## src/rtl/fetch_sequencer_pkg.sv

```systemverilog
// Shared types and constants for the fetch sequencer.
// Contents: fetch FSM state encoding, instruction/PC width, PC increment,
//           and a helper that flags a redirect target not on a 4-byte boundary.
package fetch_pkg;

    localparam int unsigned ILEN    = 32;
    localparam int unsigned PC_STEP = 4;

    typedef enum logic [1:0] {
        IDLE,
        REQ,
        DRAIN,
        VALID
    } fetch_state_t;

    // Any nonzero low bit means the target cannot hold a 32-bit instruction.
    function automatic logic is_misaligned(input logic [ILEN-1:0] addr);
        return addr[1:0] != 2'b00;
    endfunction

endpackage

```

## src/rtl/fetch_sequencer_if.sv

```systemverilog
// Groups the instruction-memory and decode handshake signals of the fetch stage.
// Signals:
//   imem_req/imem_addr    request side toward instruction memory
//   imem_ack/imem_rdata   memory accept and same-cycle instruction word
//   instr_valid/instr/instr_pc  instruction presented to decode
//   instr_ready           decode consumes the instruction
// Modports: master = fetch sequencer, slave = memory + decode side.
interface fetch_sequencer_if;
    import fetch_pkg::*;

    logic            imem_req;
    logic [ILEN-1:0] imem_addr;
    logic            imem_ack;
    logic [ILEN-1:0] imem_rdata;
    logic            instr_valid;
    logic            instr_ready;
    logic [ILEN-1:0] instr;
    logic [ILEN-1:0] instr_pc;

    modport master (
        output imem_req, imem_addr, instr_valid, instr, instr_pc,
        input  imem_ack, imem_rdata, instr_ready
    );

    modport slave (
        input  imem_req, imem_addr, instr_valid, instr, instr_pc,
        output imem_ack, imem_rdata, instr_ready
    );

endinterface

```

## src/rtl/fetch_sequencer_perf_cnt.sv

```systemverilog
// Saturating event counter used for fetch statistics (built only when
// FETCH_PERF_CNT_EN is defined in the top).
// Ports:
//   clk     clock
//   rst     asynchronous active-low reset, clears the count
//   i_inc   count one event this cycle
//   o_cnt   current count, sticks at all-ones
module fetch_perf_cnt #(
    parameter int unsigned W = 32
) (
    input  logic         clk,
    input  logic         rst,
    input  logic         i_inc,
    output logic [W-1:0] o_cnt
);

    logic [W-1:0] r_cnt;

    always_ff @(posedge clk or negedge rst) begin
        if (!rst) begin
            r_cnt <= '0;
        end else if (i_inc && (r_cnt != '1)) begin
            r_cnt <= r_cnt + W'(1);
        end
    end

    assign o_cnt = r_cnt;

endmodule

```

## src/rtl/fetch_sequencer.sv

```systemverilog
// Program-counter owner and single-outstanding instruction fetch sequencer.
// Applies branch/jump redirects; a misaligned target is replaced by TRAP_VEC.
// Optional macro: FETCH_PERF_CNT_EN adds fetch_cnt / flush_cnt counters.
// Ports:
//   clk, rst          clock, asynchronous active-low reset
//   stall             holds the sequencer in IDLE/VALID
//   redirect(_pc)     one-cycle redirect pulse and its target
//   bus               imem request/ack and decode valid/ready (master)
//   pc                next address to fetch
//   misalign_trap     one-cycle pulse when TRAP_VEC was substituted
//   fetch_cnt         accepted instructions        (FETCH_PERF_CNT_EN)
//   flush_cnt         discarded fetches            (FETCH_PERF_CNT_EN)
module fetch_sequencer
    import fetch_pkg::*;
#(
    parameter logic [31:0] RESET_PC = 32'h0000_0000,
    parameter logic [31:0] TRAP_VEC = 32'h0000_0100
`ifdef FETCH_PERF_CNT_EN
    ,
    parameter int unsigned CNT_W    = 32
`endif
) (
    input  logic                 clk,
    input  logic                 rst,
    input  logic                 stall,
    input  logic                 redirect,
    input  logic [ILEN-1:0]      redirect_pc,
    fetch_sequencer_if.master    bus,
    output logic [ILEN-1:0]      pc,
    output logic                 misalign_trap
`ifdef FETCH_PERF_CNT_EN
    ,
    output logic [CNT_W-1:0]     fetch_cnt,
    output logic [CNT_W-1:0]     flush_cnt
`endif
);

    fetch_state_t    r_state;
    logic [ILEN-1:0] r_pc;
    logic [ILEN-1:0] r_pc_pend;
    logic [ILEN-1:0] r_instr;
    logic [ILEN-1:0] r_instr_pc;
    logic            r_trap;

    logic [ILEN-1:0] w_tgt;
    logic            w_ack;

    assign w_tgt = is_misaligned(redirect_pc) ? TRAP_VEC : redirect_pc;
    assign w_ack = bus.imem_ack;

    // Fetch FSM: PC, pending redirect target and the presented instruction.
    always_ff @(posedge clk or negedge rst) begin
        if (!rst) begin
            r_state    <= IDLE;
            r_pc       <= RESET_PC;
            r_pc_pend  <= RESET_PC;
            r_instr    <= '0;
            r_instr_pc <= '0;
            r_trap     <= 1'b0;
        end else begin
            // Every state accepts a redirect, so the trap flag is state-independent.
            r_trap <= redirect && is_misaligned(redirect_pc);
            case (r_state)
                IDLE: begin
                    if (redirect) begin
                        r_pc <= w_tgt;
                    end else if (!stall) begin
                        r_state <= REQ;
                    end
                end
                REQ: begin
                    if (w_ack) begin
                        if (redirect) begin
                            r_pc <= w_tgt;
                        end else begin
                            r_instr    <= bus.imem_rdata;
                            r_instr_pc <= r_pc;
                            r_pc       <= r_pc + ILEN'(PC_STEP);
                            r_state    <= VALID;
                        end
                    end else if (redirect) begin
                        // Address must stay stable until ack; park the target.
                        r_pc_pend <= w_tgt;
                        r_state   <= DRAIN;
                    end
                end
                DRAIN: begin
                    if (w_ack) begin
                        r_pc    <= redirect ? w_tgt : r_pc_pend;
                        r_state <= REQ;
                    end else if (redirect) begin
                        r_pc_pend <= w_tgt;
                    end
                end
                VALID: begin
                    if (redirect) begin
                        r_pc    <= w_tgt;
                        r_state <= REQ;
                    end else if (bus.instr_ready && !stall) begin
                        r_state <= REQ;
                    end
                end
                default: r_state <= IDLE;
            endcase
        end
    end

    // Handshake strobes decode directly from the state register.
    assign bus.imem_req    = (r_state == REQ) || (r_state == DRAIN);
    assign bus.imem_addr   = r_pc;
    assign bus.instr_valid = (r_state == VALID);
    assign bus.instr       = r_instr;
    assign bus.instr_pc    = r_instr_pc;
    assign pc              = r_pc;
    assign misalign_trap   = r_trap;

`ifdef FETCH_PERF_CNT_EN
    logic w_fetch_inc;
    logic w_flush_inc;

    assign w_fetch_inc = (r_state == REQ) && w_ack && !redirect;
    assign w_flush_inc = ((r_state == REQ) && w_ack && redirect) ||
                         ((r_state == DRAIN) && w_ack);

    fetch_perf_cnt #(.W(CNT_W)) u_fetch_cnt (
        .clk   (clk),
        .rst   (rst),
        .i_inc (w_fetch_inc),
        .o_cnt (fetch_cnt)
    );

    fetch_perf_cnt #(.W(CNT_W)) u_flush_cnt (
        .clk   (clk),
        .rst   (rst),
        .i_inc (w_flush_inc),
        .o_cnt (flush_cnt)
    );
`endif

endmodule

```

## src/flat_wrapper.sv

```systemverilog
// flat-port wrapper written by rule: the top's interface ports become plain ports
module fetch_sequencer_flat import fetch_pkg::*;
#(
    parameter logic [31:0] RESET_PC = 32'h0000_0000,
    parameter logic [31:0] TRAP_VEC = 32'h0000_0100

)
  (clk, rst, stall, redirect, redirect_pc, pc, misalign_trap, bus_imem_req, bus_imem_addr, bus_instr_valid, bus_instr, bus_instr_pc, bus_imem_ack, bus_imem_rdata, bus_instr_ready);
  fetch_sequencer_if bus_i ();
  input  logic clk;
  input  logic rst;
  input  logic stall;
  input  logic redirect;
  input  logic [ILEN-1:0] redirect_pc;
  output logic [ILEN-1:0] pc;
  output logic misalign_trap;
  output wire logic [$bits(bus_i.imem_req)-1:0] bus_imem_req;
  output wire logic [$bits(bus_i.imem_addr)-1:0] bus_imem_addr;
  output wire logic [$bits(bus_i.instr_valid)-1:0] bus_instr_valid;
  output wire logic [$bits(bus_i.instr)-1:0] bus_instr;
  output wire logic [$bits(bus_i.instr_pc)-1:0] bus_instr_pc;
  input wire logic [$bits(bus_i.imem_ack)-1:0] bus_imem_ack;
  input wire logic [$bits(bus_i.imem_rdata)-1:0] bus_imem_rdata;
  input wire logic [$bits(bus_i.instr_ready)-1:0] bus_instr_ready;
  assign bus_imem_req = bus_i.imem_req;
  assign bus_imem_addr = bus_i.imem_addr;
  assign bus_instr_valid = bus_i.instr_valid;
  assign bus_instr = bus_i.instr;
  assign bus_instr_pc = bus_i.instr_pc;
  assign bus_i.imem_ack = bus_imem_ack;
  assign bus_i.imem_rdata = bus_imem_rdata;
  assign bus_i.instr_ready = bus_instr_ready;
  fetch_sequencer #(.RESET_PC(RESET_PC), .TRAP_VEC(TRAP_VEC)) u_core (.clk(clk), .rst(rst), .stall(stall), .redirect(redirect), .redirect_pc(redirect_pc), .bus(bus_i), .pc(pc), .misalign_trap(misalign_trap));
endmodule
```

## config.mk

```make
export PLATFORM = sky130hd
export DESIGN_NAME = fetch_sequencer_flat
export DESIGN_NICKNAME = d
export VERILOG_FILES = /design/src/rtl/fetch_sequencer_pkg.sv /design/src/rtl/fetch_sequencer_if.sv /design/src/rtl/fetch_sequencer_perf_cnt.sv /design/src/rtl/fetch_sequencer.sv /design/src/flat_wrapper.sv
export SDC_FILE = /design/constraint.sdc
export NUM_CORES = 1
export LEC_CHECK = 0
export CAP_MARGIN = 20
export CORE_MARGIN = 10
export CORE_UTILIZATION = 45
export DETAILED_ROUTE_END_ITERATION = 12
export PLACE_DENSITY = 0.84
export SLEW_MARGIN = 40
export SYNTH_ARGS = -nofsm -noshare
export SYNTH_HDL_FRONTEND = slang
export SYNTH_SLANG_ARGS = --single-unit
```

## constraint.sdc

```tcl
create_clock -name clk -period 2.75 [get_ports clk]
set_clock_uncertainty 0.1 [all_clocks]
set_input_delay 0.55 -clock clk [delete_from_list [all_inputs] [get_ports clk]]
set_output_delay 0.55 -clock clk [all_outputs]
set_load 0.05 [all_outputs]
```

==> results.yml <==
sta:
  period_needed_ns: 2.51
  grt_setup_unrepaired: "no"
  hold_violations: 0
  max_slew.worst_pin.slew_ns: 0.582
  finalSetupViolations: 0
  fmax_mhz: 398
  finalMaxSlewViolations: 0
  slew_headroom_pct: 61.2
  fin_crit_sh_pct: 91.3
  fin_setup_tns_ns: 0
route:
  ant_nets: 0
  avgViaCountPerCell: 5.92
  num_vias: 6271
  drtPass1Iterations: 9
  initialDrtViolationCount: 704
  wl_per_cell_um: 20.7
  drcViolationCount: 0
  wl_um: 21900
synthesis:
  synth.most_common_cell: "dfrtp_1"
  synth.avg_cell_area_um2: 9.98
  yosys_warnings: 0
  yosysTopAreaCellShare_pct: 48.8
  synth-edff-count: 0
  synth_area_leaders: "dfrtp_1 49%, mux2_2 11%, nand2_1 5.0%"
  synth_cell_types: 60
  syn_area_um2: 6720
  async_reset_ff_share_pct: 100
  synth-seq-cells: 131
  yosys.area.top_type: "dfrtp_1"
  yosys_most_used_dff: "dfrtp_1"
  synth_common_cells: "131 x dfrtp_1, 90 x nand2_1, 63 x mux2_2"
  synthCells: 673
  syn_nets: 748
  seq_area_frac_synth_pct: 48.8
global_route:
  met2_usage_pct: 34.1
  grt_pass1_vias: 6296
  track_usage_pct: 21.2
  grt_max_degree: 60
  antenna_found_initial: 0
  overflow: 0
  use_met1_pct: 25.9
  grt_pass1_wl_um: 34400
  use_met3_pct: 8.04
  busiest_layer: "met2"
critical_path:
  cp_top_family: "buffers and inverters"
  required_ns: 2.10
  cpPeakStageDelay_ns: 0.88
  crit_path_end_kind: "output pin"
  start_kind: "register"
  crit_type: "reg -> out"
  worst_path_max_delay_cell: "clkdlybuf4s50_1"
  arrival_ns: 1.86
  crit_buf_inv: 1
  crit_chain: "clkdlybuf4s50_1"
  crit_path_max_fanout: 9
place:
  port_buffers: 200
  hpwl_um: 15700
  place_area_um2: 8990
  dpl.cell_count: 1028
  place_congestion: 0.897
cells_and_area:
  regArea_um2: 3280
  final_nets: 938
  finalInstanceArea_um2: 9660
  area_growth_pct: 43.8
  drive_gt1_share_pct: 17.6
  final_cells: 1060
  n_fill_cell: 1094
  multi_input_area_um2: 2990
  antenna_cells: 0
cts:
  cts_resized: 0
  cts_setup_buffers: 0
  hold_buffers: 0
  clk_pin_slew_worst_paths_ns: 0.06
  h-tree-depth: 4
  cts_tree: "done"
  cts-root-buf: "clkbuf_16"
  cts_buffer_depth: 2
  clock_sinks: 131
  clk_latency_ns: 0.43
  cts_inserted_buffers: 17
pwr:
  finalPower_mw: 13.9
  vdd_drop_max_uv: 806
  power_density_nw_per_um2: 1440
  p_leak_nw: 4.04
floorplanning:
  rows: 44
  start_util_pct: 46.0
  die_w_um: 142
  io_pins: 201
  die_area_um2: 20200
  coreArea_um2: 14600
  die_h_um: 142
run_status:
  status: "finished, final reports clean"
hold_path:
  hold_class: "in -> async"
job:
  max_cap_viol_count: 0
==> worst paths after layout <==
path,start,to,slack (ns),depth (start not counted)
hold / removal,rst,u_core.bus.instr_pc[17],0.0007,1
min in group clk,u_core.r_pc_pend[14],u_core.r_pc_pend[14],0.38,2
max in group asynchronous,rst,u_core.bus.instr[5],1.82,2
setup / recovery,u_core.bus.imem_addr[28],pc[28],0.24,1
setup reg to reg,u_core.bus.imem_addr[2],u_core.bus.imem_addr[31],0.28,7
hold reg to reg,u_core.r_pc_pend[14],u_core.r_pc_pend[14],0.38,2
==> sequential cells by signal (all words and copies together), names as in the netlist <==
| signal | count |
|---|---|
| u_core.r_state | 2 |
| u_core.misalign_trap | 1 |
| u_core.bus.imem_addr | 32 |
| u_core.r_pc_pend | 32 |
| u_core.bus.instr | 32 |
| u_core.bus.instr_pc | 32 |
==> metal layers <==
layer	routed length, um	part of all wire [%]	vias to the layer above
met4	399	1.8	0
met2	10400	47	420
met3	2690	12	47
li1	-	-	2816
met5	0	0	-
met1	8410	38	2988
==> placed cells by master, fill, tap and decap left out, types with 5 or more instances in the layout <==
cell	count
a211oi_1	5
a21oi_1	27
a221o_1	6
a221oi_1	14
a22o_1	9
a31oi_1	8
and2_1	6
and3_1	12
buf_12	7
buf_4	44
bufinv_16	5
clkbuf_16	17
clkdlybuf4s50_1	198
dfrtp_1	131
inv_1	7
mux2_2	63
mux2i_1	5
nand2_1	89
nand3_1	25
nor2_1	37
nor3_1	7
nor4_1	6
o21ai_0	51
o31ai_1	11
==> stage by stage <==
| stage | hold WS [ns] | setup WS (ns) | utilization [%] |
|---|---|---|---|
| final | 0.000654 | 0.240 | 66.2 |
| after detailed placement | 0.370 | 0.202 | 61.6 |
| after CTS | 0.0287 | 0.235 | 66.2 |
| after global placement | 0.362 | 0.249 | 61.6 |
| after floorplan | 0.154 | 0.0961 | - |
| after global routing | 0.0374 | 0.120 | 66.2 |
==> final cells by class <==
type / instances / share of cell area (%)
Sequential cell: 131 / 33.9
Tap cell: 184 / 2.38
Clock inverter: 14 / 2.35
Multi-Input combinational cell: 455 / 31.0
Clock buffer: 18 / 4.55
Inverter: 8 / 0.311
Timing Repair Buffer: 250 / 25.5
==> cells by family (layout without fill, tap and decap cells) <==
logic type | after synthesis | in the layout | share of synthesized area (%)
buffers and inverters | 87 | 290 | 6.97
XOR/XNOR | 1 | 1 | 0.130
flip-flops | 131 | 131 | 48.8
multiplexers | 68 | 68 | 11.3
AND/OR/NAND/NOR | 208 | 208 | 14.4
adder cells (fa/ha/maj) | 5 | 5 | 0.931
AO/OA/AOI/OAI | 173 | 173 | 17.4
==> power by group <==
part	switching, mW	internal, mW	total (mW)	leakage, nW
combinational	5.19	2.87	8.06	2.06
clock	0.898	1.65	2.54	0.318
sequential	0.590	2.76	3.35	1.67
Note: power is estimated with default switching activity, not from simulation.
==> RTL edit: new RTL, same settings <==
`ILEN`: 32 -> 64.
--- a/src/rtl/fetch_sequencer_pkg.sv
+++ b/src/rtl/fetch_sequencer_pkg.sv
@@ -3,7 +3,7 @@
 //           and a helper that flags a redirect target not on a 4-byte boundary.
 package fetch_pkg;
 
-    localparam int unsigned ILEN    = 32;
+    localparam int unsigned ILEN    = 64;
     localparam int unsigned PC_STEP = 4;
 
     typedef enum logic [1:0] {
Ports: changed (6 resized); port bits go from 201 to 393. No check against the original RTL was run, so the function may have changed too.
==> RTL edit against the original RTL <==
  * Global-route usage increased by 4.8 points
  * Sequential cell count rose by 128
  * Area after synthesis grew 100%
  * Setup slack worse by 230 ps
  * Design area up 97%
  * Total power rose by 97%
  * Hold slack better by 380 ps
  * Register-to-register slack got worse by 90 ps
  * Wire length increased by 130%
  * Sequential share of layout area increased by 0.19 points
  * Highest routed layer unchanged
==> RTL edit: results (changes against the original RTL) <==
stage,metric,value,unit,change
place,PortBufs,392,,+96%
cts,H-tree lvl count,1,,-3
power_and_ir_drop,switching power,13.88,mW,+110%
place,worst slack after detailed placement,103.4,ps,-98.72 ps
yosys,fraction of the yosys area taken by sequential cells,48.17,%,-0.64 points
route,initial drt markers,1618,,+130%
power_and_ir_drop,part of the total power dissipated in sequential elements,24.9,%,+0.9 points
critical_path,highest net fanout along the worst path,6,,-3
route,routed vias/inst,5.989,,+1.2%
yosys,multiplexer area fraction after synthesis,10.65,%,-0.66 points
place,Area after DPL,17960,um2,+100%
power_and_ir_drop,Leak Pwr,7.865,nW,+95%
grt,largest net degree at the start of global routing,87,,+45%
place,final weighted congestion in routability-driven placement,0.9468,,+5.5%
cts,number of buffers between clock root and the deepest sink,3,,+1
yosys,adder-cell area share of the yosys netlist,0.4649,%,-0.47 points
sta,Max Clk Rate,0.3650,GHz,-8.4%
final_layout,fill count,2330,,+110%
critical_path,register-to-register path setup slack,190,ps,-90 ps
sta,transition time at the pin with the least slew margin,633.9,ps,+51.53 ps
yosys,most area-consuming cells after synthesis,"sky130_fd_sc_hd__dfrtp_1 (48%), sky130_fd_sc_hd__mux2_2 (10%), sky130_fd_sc_hd__nand2_1 (5.8%), sky130_fd_sc_hd__o21ai_0 (4.9%), sky130_fd_sc_hd__buf_4 (3.6%)",,
critical_path,CP Data Arrival Time,2090,ps,+230 ps
route,TritonRoute pass-1 iters,6,,-3
power_and_ir_drop,Logic pwr share,60.4,%,+2.6 points
yosys,distinct cell type count of the synthesized netlist,66,,+10%
yosys,XOR/XNOR Fraction of Synth Area,0.2604,%,+0.13 points
yosys,cell types with the highest counts after synthesis,"sky130_fd_sc_hd__dfrtp_1 (259), sky130_fd_sc_hd__nand2_1 (209), sky130_fd_sc_hd__o21ai_0 (132), sky130_fd_sc_hd__mux2_2 (121), sky130_fd_sc_hd__clkbuf_1 (77)",,
run_status,result of the run,"finished, final reports clean",,
power_and_ir_drop,worst ir drop on vdd,0.0008493,V,+5.3%
grt,Total GRT Usage,25.99,%,+4.8 points
grt,number of global-route vias before repair,12700,,+100%
grt,number of antenna violations at the first check in global routing,1,,+1
final_layout,net count of the finished layout,1871,,+99%
yosys,Post-synth EDFFs,0,,unchanged
yosys,Synth Net Count,1514,,+100%
yosys,area fraction in compound gates after synthesis,18.00,%,+0.57 points
cts,clock latency at the later pin of the worst-skew pair,550,ps,+120 ps
place,HPWL reported at the end of detailed placement,37.35,mm,+140%
## RTL edit: changes by cell type after synthesis, moves of 12 or more
cell / delta
sky130_fd_sc_hd__nand4_1: +21
sky130_fd_sc_hd__a211oi_1: +23
sky130_fd_sc_hd__mux2_2: +58
sky130_fd_sc_hd__o21ai_0: +81
sky130_fd_sc_hd__dfrtp_1: +128
sky130_fd_sc_hd__nand2_1: +119
sky130_fd_sc_hd__a21oi_1: +42
sky130_fd_sc_hd__buf_1: +12
sky130_fd_sc_hd__clkbuf_1: +47
sky130_fd_sc_hd__buf_4: +31
sky130_fd_sc_hd__a221oi_1: +15
sky130_fd_sc_hd__nand3_1: +19
## RTL edit: worst register-to-register path, delay by kind of cell (launching register included)
family	cells	cell delay (ps)
AOI/OAI and AO/OA	4	870
buffers and inverters	3	540
DFF	1	400
adders and majority gates	1	270
and+or+nand+nor	1	270
## RTL edit: what timing repair did
action	4_1_cts	5_1_grt
pin swaps	0	1
hold endpoints to repair	68	0
setup endpoints to repair	2	5
hold buffers	1	0
resized for setup	2	4
setup buffers	0	1
## RTL edit: stage by stage
stage	instances	total power [mW]
floorplan	1375	17.38
global placement	2090	23.01
detailed placement	2090	23.39
CTS	2143	27.46
global route	2145	28.66
finish	2145	27.45
## RTL edit: area by class of cell
type                       count  area [um2]  share of cell area, %
inverter                      15       56.30                 0.2965
clock inverter                16       197.7                  1.041
sequential                   259        6481                  34.14
clock buffer                  36       802.0                  4.224
antenna                        1       2.502                0.01318
tap                          390       488.0                  2.570
timing repair buffer         495        4875                  25.67
multi-input combinational    933        6085                  32.05
## RTL edit: per-layer routing
layer  wire [um]  global-route usage (%)  up-vias
met2       23610                   41.64      820
met5           0                       0        -
li1            -                       -     5694
met1       20020                   34.64     6215
met4        1419                   8.077        0
met3        5751                   5.529      117
## RTL edit: worst paths after layout
kind / from / end / cells after the start
setup / recovery: u_core.bus.imem_addr[20] / bus_imem_addr[20] / 2
hold / removal: u_core.r_pc_pend[45] / u_core.r_pc_pend[45] / 2
setup reg to reg: u_core.r_state[0] / u_core.bus.imem_addr[14] / 9
hold reg to reg: u_core.r_pc_pend[45] / u_core.r_pc_pend[45] / 2
max in group asynchronous: rst / u_core.bus.instr[5] / 3
min in group asynchronous: rst / u_core.bus.instr[47] / 2
## RTL edit: cell families (layout without fill, tap and decap cells)
group / count (synthesis) / in the layout
AND/OR/NAND/NOR: 418 / 418
AO/OA/AOI/OAI: 378 / 378
flip-flops: 259 / 259
buffers and inverters: 183 / 562
multiplexers: 128 / 128
adder cells (fa/ha/maj): 5 / 5
XOR/XNOR: 4 / 4
other: 0 / 1
